**src/rtl/rl_modexp_ctrl.sv**
```systemverilog
// Right-to-left binary modular exponentiation sequencer.
// Drives a shared LD (domain conversion) unit and a shared Montgomery multiplier.
module rl_modexp_ctrl #(
   parameter int unsigned WIDTH = 32,
   parameter int unsigned EBITS = 32
) (
   input  logic             clk,
   input  logic             rstn,
   input  logic             start,
   input  logic [WIDTH-1:0] base,
   input  logic [EBITS-1:0] exp,
   input  logic [WIDTH-1:0] modulus,
   input  logic [7:0]       len,
   output logic             ld_start,
   output logic [WIDTH-1:0] ld_num,
   input  logic             ld_end,
   input  logic [WIDTH-1:0] ld_out,
   output logic             mm_start,
   output logic [WIDTH-1:0] mm_a,
   output logic [WIDTH-1:0] mm_b,
   input  logic             mm_end,
   input  logic [WIDTH-1:0] mm_out,
   output logic             busy,
   output logic             done,
   output logic             err,
   output logic [WIDTH-1:0] result
);

   typedef enum logic [2:0] {
      StIdle, StConvB, StConv1, StTest, StMul, StSqr, StOut, StDone
   } state_e;

   state_e           state_q, state_d;
   logic [WIDTH-1:0] x_q, x_d, acc_q, acc_d;
   logic [EBITS-1:0] e_sh_q, e_sh_d;
   logic [WIDTH-1:0] modulus_q, modulus_d;
   logic [7:0]       len_q, len_d;
   logic             ld_start_q, ld_start_d, mm_start_q, mm_start_d;
   logic [WIDTH-1:0] ld_num_q, ld_num_d, mm_a_q, mm_a_d, mm_b_q, mm_b_d;
   logic             busy_q, busy_d, done_q, done_d, err_q, err_d;
   logic [WIDTH-1:0] result_q, result_d;
   logic             mod_bad;

   // Latched for the host view only; the units take modulus/len straight from the host.
   logic unused_latched;
   assign unused_latched = ^{modulus_q, len_q};

   assign mod_bad = ~modulus[0] | (modulus < WIDTH'(3));

   always_comb begin
      state_d    = state_q;
      x_d        = x_q;
      acc_d      = acc_q;
      e_sh_d     = e_sh_q;
      modulus_d  = modulus_q;
      len_d      = len_q;
      ld_start_d = 1'b0;
      mm_start_d = 1'b0;
      ld_num_d   = ld_num_q;
      mm_a_d     = mm_a_q;
      mm_b_d     = mm_b_q;
      busy_d     = busy_q;
      done_d     = 1'b0;
      err_d      = err_q;
      result_d   = result_q;
      case (state_q)
         StIdle: begin
            if (start) begin
               modulus_d = modulus;
               len_d     = len;
               e_sh_d    = exp;
               err_d     = 1'b0;
               result_d  = '0;
               if (mod_bad) begin
                  err_d   = 1'b1;
                  done_d  = 1'b1;
                  state_d = StDone;
               end else begin
                  busy_d     = 1'b1;
                  ld_start_d = 1'b1;
                  ld_num_d   = base;
                  state_d    = StConvB;
               end
            end
         end
         StConvB: begin
            if (ld_end) begin
               x_d        = ld_out;
               ld_start_d = 1'b1;
               ld_num_d   = WIDTH'(1);
               state_d    = StConv1;
            end
         end
         StConv1: begin
            if (ld_end) begin
               acc_d = ld_out;
               if (e_sh_q == '0) begin
                  mm_start_d = 1'b1;
                  mm_a_d     = ld_out;
                  mm_b_d     = WIDTH'(1);
                  state_d    = StOut;
               end else begin
                  state_d = StTest;
               end
            end
         end
         StTest: begin
            mm_start_d = 1'b1;
            if (e_sh_q[0]) begin
               mm_a_d  = acc_q;
               mm_b_d  = x_q;
               state_d = StMul;
            end else begin
               mm_a_d  = x_q;
               mm_b_d  = x_q;
               state_d = StSqr;
            end
         end
         StMul: begin
            if (mm_end) begin
               acc_d      = mm_out;
               mm_start_d = 1'b1;
               // Last set bit consumed: skip the trailing square.
               if ((e_sh_q >> 1) == '0) begin
                  mm_a_d  = mm_out;
                  mm_b_d  = WIDTH'(1);
                  state_d = StOut;
               end else begin
                  mm_a_d  = x_q;
                  mm_b_d  = x_q;
                  state_d = StSqr;
               end
            end
         end
         StSqr: begin
            if (mm_end) begin
               x_d     = mm_out;
               e_sh_d  = e_sh_q >> 1;
               state_d = StTest;
            end
         end
         StOut: begin
            if (mm_end) begin
               result_d = mm_out;
               done_d   = 1'b1;
               busy_d   = 1'b0;
               state_d  = StDone;
            end
         end
         StDone: state_d = StIdle;
         default: state_d = StIdle;
      endcase
   end

   always_ff @(posedge clk or negedge rstn) begin
      if (!rstn) begin
         state_q    <= StIdle;
         x_q        <= '0;
         acc_q      <= '0;
         e_sh_q     <= '0;
         modulus_q  <= '0;
         len_q      <= '0;
         ld_start_q <= 1'b0;
         mm_start_q <= 1'b0;
         ld_num_q   <= '0;
         mm_a_q     <= '0;
         mm_b_q     <= '0;
         busy_q     <= 1'b0;
         done_q     <= 1'b0;
         err_q      <= 1'b0;
         result_q   <= '0;
      end else begin
         state_q    <= state_d;
         x_q        <= x_d;
         acc_q      <= acc_d;
         e_sh_q     <= e_sh_d;
         modulus_q  <= modulus_d;
         len_q      <= len_d;
         ld_start_q <= ld_start_d;
         mm_start_q <= mm_start_d;
         ld_num_q   <= ld_num_d;
         mm_a_q     <= mm_a_d;
         mm_b_q     <= mm_b_d;
         busy_q     <= busy_d;
         done_q     <= done_d;
         err_q      <= err_d;
         result_q   <= result_d;
      end
   end

   assign ld_start = ld_start_q;
   assign ld_num   = ld_num_q;
   assign mm_start = mm_start_q;
   assign mm_a     = mm_a_q;
   assign mm_b     = mm_b_q;
   assign busy     = busy_q;
   assign done     = done_q;
   assign err      = err_q;
   assign result   = result_q;

endmodule

```
**config.mk**
```make
export PLATFORM = sky130hd
export DESIGN_NAME = rl_modexp_ctrl
export DESIGN_NICKNAME = d
export VERILOG_FILES = /design/src/rtl/rl_modexp_ctrl.sv
export SDC_FILE = /design/constraint.sdc
export NUM_CORES = 1
export LEC_CHECK = 0
export CAP_MARGIN = 20
export CORE_MARGIN = 3
export CORE_UTILIZATION = 40
export DETAILED_ROUTE_END_ITERATION = 12
export GPL_ROUTABILITY_DRIVEN = 1
export GPL_TIMING_DRIVEN = 0
export PLACE_DENSITY = 0.73
export SLEW_MARGIN = 20
export SYNTH_ARGS = -nofsm -noshare
export SYNTH_HDL_FRONTEND = slang
export SYNTH_SLANG_ARGS = --single-unit
```
**constraint.sdc**
```tcl
create_clock -name clk -period 3.6 [get_ports clk]
set_clock_uncertainty 0.15 [all_clocks]
set_input_delay 0.72 -clock clk [delete_from_list [all_inputs] [get_ports clk]]
set_output_delay 0.72 -clock clk [all_outputs]
set_load 0.02 [all_outputs]
```
After elaboration in Yosys (flattened, before gate mapping)
Index checks and enable logic that the tools add are counted.

Bits of input ports: 173. Word-level logic and storage cells: 99. Memory bits (read-only): 0. Output and inout port bits: 133. RAM bits: 0. Memories kept: 0. Flip-flop bits (word level): 232. Bits in latches: 0.

Bitwise gates (word level): 2. Equality and inequality tests: 15. Shift-type cells: 0. $lt $le $gt $ge: 1. Reductions and logical operators: 18. Div/mod/pow operators: 0. Multipliers: 0. $add $sub $neg: 0. Mux-type cells: 50.

Operators by type and width (count): 2-to-1 mux 32 bit (17); case mux 32 bit (2 select lines) (5); case mux 32 bit (3 select lines) (2); logical NOT 32 bit (2); less-than comparator 32 x 2 -> 1 bit, second input constant (1); 2-to-1 mux 3 bit (8); case mux 3 bit (8 select lines) (1); inequality test 2 bit, second input constant (8); equality test 3 bit, second input constant (4); 2-to-1 mux 1 bit (12); AND reduction 3 bit (4); AND reduction 4 bit (3); nonzero test 2 bit (5); equality test 3 x 2 -> 1 bit, second input constant (2); case mux 1 bit (2 select lines) (3); AND reduction 6 bit (1); equality test 3 x 1 -> 1 bit, second input constant (1); logical NOT 3 bit (1); case mux 1 bit (3 select lines) (1); nonzero test 3 bit (1); 2-to-1 mux 2 bit (1); AND reduction 2 bit (1); NOT 1 bit (1); OR 1 bit (1).

Depth between registers and ports, before layout
Gate-level depths: netlist of the first run.

Depth after elaboration: 5. Mapped depth: 9. Mapped depth without buffers: 6.

Worst setup path after synthesis of the first run
OpenSTA, ideal clock, no wires.

Path type: input -> register. Start: input modulus[6]. End: register ld_num_q[23] (netlist: ld_num[23]). Path slack: 1204 ps. Library setup time: 130 ps. Data required time: 3320 ps. Path buffers: 2. Stages on the path: 8. Arrival time: 2116 ps. Cells stage by stage: nor4_1 > nand4_1 > o21ai_0 > o22ai_1 > clkbuf_1 > clkbuf_1 > nand3_1 > o21ai_0.

Word-level cells in the longest chain between the ends: 4.

RTL lines: from (decl) (line 12) `input logic [WIDTH-1:0] modulus,`; less-than comparator 32 x 2 -> 1 bit (line 48) `assign mod_bad = ~modulus[0] | (modulus < WIDTH'(3));`; OR 1 bit (line 48); inequality test 2 bit (no line); AND reduction 4 bit (no line); to (signal assigned) (line 181) `ld_num_q <= ld_num_d;`; to (decl) (line 39) `logic [WIDTH-1:0] ld_num_q, ld_num_d, mm_a_q, mm_a_d, mm_b_q, mm_b_d;`.

No other way between the ends. A chain may end at the register's enable or synchronous reset.

Worst setup path after layout of the first run
Start: input modulus[12]. End: register ld_num_q[12] (netlist: ld_num[12]).

Same word-level chain as after synthesis.

==> results.json, run 1 <==
{
  "cts_tree": "done",
  "route.final.wire_length_mm": 36.8,
  "global_route.overflow_total": 0,
  "ffs_latches_synth": 232,
  "post-cts-setup-buffer-count": 0,
  "hold-worst-slack_ns": 0.328,
  "avgViaCountPerCell": 5.57,
  "gp_routability_congestion": 0.913,
  "cts_max_path_buffers": 3,
  "post_synth_simple_gate_area": 0.144,
  "grt_pass1_wl_mm": 56.7,
  "max-slew-margin-rel": 0.345,
  "synth_area_leaders": "dfrtp_1 53%, mux2i_1 8.7%, o21ai_0 6.2%, nand2_1 5.9%, a22o_1 5.2%",
  "worst_skew_pair.late_latency_ns": 0.54,
  "worst_slew_pin_slew_ns": 0.979,
  "synth_cells": 1152,
  "min_path_type": "reg -> reg",
  "route.vias.total": 10200,
  "grt_max_degree": 91,
  "synth-compound-area-share": 0.185,
  "cp.arrival_ns": 3.33,
  "htree_levels": 1,
  "synth_top_flop_cell": "dfrtp_1",
  "cp-end-kind": "flop",
  "floorplan_die_width_um": 171,
  "area_occupied_by_multi_input_gates_mm2": 0.00451,
  "reg2reg_setup_slack_ns": 0.76,
  "grt_use_total": 0.245,
  "post_cts_hold_buffer_count": 1,
  "via_count_of_the_first_global_routing_pass": 10000,
  "rows": 59,
  "postSynth.asyncResetShare": 1.00,
  "num_io_pins": 306,
  "final_net_count": 1652,
  "synth_top_area_frac": 0.535,
  "drt-pass1-iter-count": 5,
  "post-dp-hpwl_mm": 26.4,
  "worst_setup_path_start_kind": "input pin",
  "grt_setup_unrepaired": "false",
  "final_hold_viol_count": 0,
  "status": "finished, final reports clean",
  "setup_viol": 0,
  "synth_area_per_cell_um2": 9.42,
  "die_area_mm2": 0.0292,
  "synth_largest_area_cell": "dfrtp_1",
  "synth-seq-area-share": 0.535,
  "num_clock_sinks": 232,
  "cts_root_buf": "clkbuf_16",
  "final_layout_size_suffix_gt1_frac": 0.0434,
  "final_antenna_net_count": 0,
  "vdd_ir_drop_max_uv": 389,
  "fp.dieH_um": 171,
  "syn_to_final_growth_pct": 39.8,
  "layout_worst_path_cycle_share": 0.861,
  "number_of_different_library_cells_in_the_post_synthesis_netlist": 33,
  "synth_top_family_by_area": "compound AO/OA/AOI/OAI gates",
  "fp.coreArea_mm2": 0.0264,
  "antenna_found_initial": 1,
  "post-layout-total-power_uw": 13500,
  "maxCapViolations": 0,
  "worst_ep_required_time_ns": 3.83,
  "final.setup.tns_ns": 0,
  "share_of_cell_area_taken_by_muxes_after_synthesis": 0.0867,
  "p_leak_uw": 0.00658,
  "synth_edf_count": 0,
  "drt-wirelength-per-cell_um": 20.1,
  "mappedNetlistNets": 1325,
  "synth-warning-count": 0,
  "adder_cell_fraction_of_synth_area": 0,
  "starting_density_of_the_core": 0.412,
  "filler_cell_count": 2262,
  "powerDensity_mw_per_mm2": 891,
  "number_of_buffers_added_on_ports": 296,
  "timing.critical_path.fanout_max": 10,
  "crit_type": "in -> reg",
  "clk_pin_slew_worst_paths_ns": 0.06,
  "ff_latch_area_mm2": 0.00581,
  "final_critical_path_required_period_ns": 3.10,
  "highest_clock_rate_mhz": 323,
  "cts-buffers-inserted": 26,
  "route.detailed.drc": 0,
  "initialDrtViolationCount": 868,
  "cts_repair_resize_count": 0,
  "setup_ws_ns": 0.501,
  "placement.setup.worst_slack_ns": -0.0479,
  "slew_violations": 0,
  "summed_instance_area_of_the_synthesized_netlist_mm2": 0.0109,
  "post_synth_xor_area_fraction": 0
}
## Yosys cell counts, types with 3 or more instances
master	instances
a22o_1	64
buf_2	6
nor2_1	143
dfrtp_1	232
nand2_1	170
buf_1	6
nand4_1	4
inv_1	35
a21oi_1	42
a31oi_1	35
clkbuf_1	73
o21ai_0	134
nand2b_1	3
a221oi_1	32
nor4_1	14
nand3_1	34
nor2b_1	8
buf_6	5
mux2i_1	94
buf_4	3
## power breakdown
part,switching (uW),internal [uW],total (uW)
Sequential,780,3750,4530
Combinational,3690,2630,6320
Clock,1100,1580,2680
Total,5570,7950,13500
## area by class of cell
type | instances | area share
clock inverter | 12 | 0.00577
tap | 335 | 0.0276
clock buffer | 36 | 0.0514
antenna | 1 | 0.000165
buffer | 93 | 0.0267
inverter | 35 | 0.00866
timing repair buffer | 299 | 0.200
sequential | 232 | 0.382
multi-input combinational | 792 | 0.297
## cells in the final DEF (no fill, tap or decap), types with 2 or more instances in the layout
cell             count
clkbuf_1            75
a21oi_1             42
nor2_1             143
buf_4                3
clkbuf_8             7
clkdlybuf4s50_1    295
nand4_1              4
nor3_1               2
a22o_1              64
dfrtp_1            232
clkbuf_16           27
a31oi_1             35
nor4_1              14
and2_1               2
buf_16               2
mux2i_1             94
nand3_1             34
nand2b_1             3
o21ai_0            134
clkinv_2            10
buf_1                6
nand2_1            170
buf_6                5
buf_2                6
a221oi_1            32
nor2b_1              8
inv_1               35
## worst max-delay path, cell delays in order
cell             delay, ns
clkdlybuf4s50_1       0.47
nor4_1                0.30
nand4_1               0.22
o21ai_0               0.52
o22ai_1               0.21
clkbuf_1              0.31
buf_1                 0.32
nand3_1               0.14
o21ai_0               0.11
## logic make-up (layout without fill, tap and decap cells)
kind of cell	after synthesis	count (layout)
flops	232	232
buf+inv	128	475
other cells	0	1
compound gates	315	315
mux	94	94
simple gates	383	383
## metrics by stage
stage | utilization | std cells | cell area (um^2)
CTS | 0.576 | 1834 | 15200
global placement | 0.540 | 1783 | 14200
finish | 0.576 | 1835 | 15200
detailed placement | 0.543 | 1785 | 14300
global route | 0.576 | 1834 | 15200
floorplan | - | 1152 | 10900
## sequential cells by signal, indices dropped and copies added, names as in the netlist
signal / cells
x_q: 32
done: 1
e_sh_q: 32
busy: 1
state_q: 3
ld_start: 1
ld_num: 32
mm_b: 32
acc_q: 32
result: 32
err: 1
mm_a: 32
mm_start: 1
## path summary, 6_finish.rpt
| path | startpoint | to | cells after the start |
|---|---|---|---|
| hold reg to reg | result[21] | result[21] | 2 |
| min in group asynchronous | rstn | ld_num[2] | 2 |
| setup / recovery | modulus[12] | ld_num[12] | 9 |
| hold / removal | result[21] | result[21] | 2 |
| setup reg to reg | e_sh_q[11] | mm_a[14] | 7 |
| max in group asynchronous | rstn | x_q[20] | 3 |
## routing by layer
layer	track usage	vias to the layer above	wire (um)
met1	0.341	5015	15600
met4	0.0730	2	937
met3	0.0411	64	2800
met2	0.397	444	17500
li1	-	4698	-
met5	0	-	7
No activity file was read; power rests on OpenSTA's default activity.
==> run 2, diff against run 1 <==
--- a/config.mk
+++ b/config.mk
@@ -8,10 +8,11 @@
 export CAP_MARGIN = 20
 export CORE_MARGIN = 3
 export CORE_UTILIZATION = 40
+export CTS_BUF_LIST = sky130_fd_sc_hd__clkbuf_4 sky130_fd_sc_hd__clkbuf_8 sky130_fd_sc_hd__clkbuf_16
 export DETAILED_ROUTE_END_ITERATION = 12
 export GPL_ROUTABILITY_DRIVEN = 1
 export GPL_TIMING_DRIVEN = 0
-export PLACE_DENSITY = 0.73
+export PLACE_DENSITY = 0.69
 export SLEW_MARGIN = 20
 export SYNTH_ARGS = -nofsm -noshare
 export SYNTH_HDL_FRONTEND = slang
==> run 2 against run 1 <==
  * Register-to-register slack about the same
  * Flip-flop and latch count unchanged
  * Final area increased by 0.21%
  * Largest power group unchanged
  * Highest routed layer unchanged
==> results.json, run 2 (synthesized netlist as in run 1, its figures left out) <==
{
  "worstPathBufferInverterCount": 3,
  "layout_worst_path_cycle_share": 0.904,
  "crit_path_end": "ld_num[18]",
  "slew_violations": 0,
  "reg2reg_setup_slack_ns": 0.76,
  "worst_skew_pair.late_latency_ns": 0.53,
  "cp.arrival_ns": 3.50,
  "status": "finished, final reports clean",
  "drt-wirelength-per-cell_um": 19.7,
  "starting_density_of_the_core": 0.412,
  "final_critical_path_required_period_ns": 3.26,
  "ff_latch_area_mm2": 0.00581,
  "worst-path-stages": 9,
  "final_layout_size_suffix_gt1_frac": 0.0441,
  "gp_routability_congestion": 0.894,
  "clk_pin_slew_worst_paths_ns": 0.06,
  "antenna_found_initial": 2,
  "timing.critical_path.fanout_max": 10,
  "num_clock_sinks": 232,
  "final_core_utilization": 0.577,
  "via_count_of_the_first_global_routing_pass": 10000,
  "hold-worst-slack_ns": 0.336,
  "reg2regPathDepth": 7,
  "p_leak_uw": 0.00659,
  "initialDrtViolationCount": 864,
  "vdd_ir_drop_max_uv": 388,
  "critical-path-max-stage-delay_ns": 0.68,
  "grt_max_degree": 94,
  "fin_cells": 1835,
  "setup_viol": 0,
  "min_path_type": "reg -> reg",
  "die_area_mm2": 0.0292,
  "final_common_cell": "clkdlybuf4s50_1",
  "number_of_buffers_added_on_ports": 296,
  "post-cts-setup-buffer-count": 0,
  "cts-buffers-inserted": 26,
  "cts_max_path_buffers": 3,
  "global_route.overflow_total": 0,
  "worst_setup_path_start_kind": "input pin",
  "max-slew-margin-rel": 0.284,
  "post-dp-hpwl_mm": 25.8,
  "cp_cell_sequence": "clkdlybuf4s50_1 > nor4_1 > nand4_1 > o21ai_0 > o22ai_1 > clkbuf_1 > clkbuf_1 > nand3_1 > o21ai_0",
  "highest_clock_rate_mhz": 307,
  "fp.coreArea_mm2": 0.0264,
  "avgViaCountPerCell": 5.48,
  "cp_top_family": "compound AO/OA/AOI/OAI gates",
  "route.final.wire_length_mm": 36.2,
  "worst_ep_required_time_ns": 3.84,
  "final_hold_viol_count": 0,
  "fp.dieH_um": 171,
  "syn_to_final_growth_pct": 40.1,
  "crit_type": "in -> reg",
  "grt_setup_unrepaired": "false",
  "cp-end-kind": "flop",
  "cell_at_the_slowest_stage_of_the_critical_path": "o21ai_0",
  "final_net_count": 1652,
  "grt_pass1_wl_mm": 56.4,
  "area_occupied_by_multi_input_gates_mm2": 0.00451,
  "route.detailed.drc": 0,
  "cts_root_buf": "clkbuf_16",
  "drt-pass1-iter-count": 5,
  "cts_tree": "done",
  "maxCapViolations": 0,
  "worst_slew_pin_slew_ns": 1.07,
  "grt_use_total": 0.244,
  "rows": 59,
  "regToRegEndpoint": "mm_a[12]",
  "critical_path.startpoint": "modulus[29]",
  "final.setup.tns_ns": 0,
  "htree_levels": 1,
  "powerDensity_mw_per_mm2": 892,
  "filler_cell_count": 2327,
  "final_antenna_net_count": 0,
  "route.vias.total": 10100,
  "numPlacedInstances": 1785,
  "layout.cells.most_common_list": "295 x clkdlybuf4s50_1, 232 x dfrtp_1, 170 x nand2_1",
  "reg2reg_from": "e_sh_q[22]",
  "floorplan_die_width_um": 171,
  "num_io_pins": 306
}
-- run 2: changes by cell type in the layout (fill, tap and decap cells not counted), sizes merged --
cell,change
clkinv,-4
clkinvlp,+1
clkbuf,+1
diode,+1
bufinv,+1
-- run 2: worst min path at each step --
stage               depth (start not counted)  slack, ns  startpoint          to
floorplan                                   0       0.27        rstn    acc_q[0]
global placement                            2       0.31  result[19]  result[19]
detailed placement                          2       0.32   result[8]   result[8]
CTS                                         2       0.34   result[8]   result[8]
global route                                2       0.36   result[5]   result[5]
finish                                      2       0.34   result[8]   result[8]
-- run 2: cell type report --
type                    count  share of cell area
plain buffers              93              0.0267
flip-flops and latches    232               0.382
clock inverters            10             0.00716
diodes                      2            0.000329
well taps                 335              0.0276
repair buffers            299               0.199
inverters                  35             0.00864
clock buffers              37              0.0518
multi-input cells         792               0.297
-- run 2: report_power, final --
part | internal, uW | switching (uW) | total (uW) | leakage, uW
Sequential | 3750 | 767 | 4510 | 0.00288
Combinational | 2630 | 3670 | 6300 | 0.00327
Clock | 1660 | 1090 | 2760 | 0.000447
Total | 8040 | 5530 | 13600 | 0.00659
-- run 2: routing by layer --
layer | global-route usage | routed length, um
met5 | 0 | 13
met4 | 0.0677 | 921
met1 | 0.337 | 15600
met3 | 0.0488 | 2630
met2 | 0.393 | 17100
-- run 2: through the flow --
step	total power [uW]	worst slack, ns	area (um^2)
after global routing	14500	0.202	15200
after CTS	13600	0.394	15200
after floorplan	8120	1.20	10900
final	13600	0.344	15200
after detailed placement	10800	-0.173	14300
after global placement	10700	-8.51	14200
-- run 2: worst min-delay path, stage by stage (launching register included) --
cell,delay (ns)
dfrtp_1,0.34
nand2_1,0.05
o21ai_0,0.06
-- run 2: repair_timing --
action | in CTS | in global routing
gates resized for setup | 0 | 0
hold buffers | 1 | 0
endpoints found under the hold margin | 49 | 0
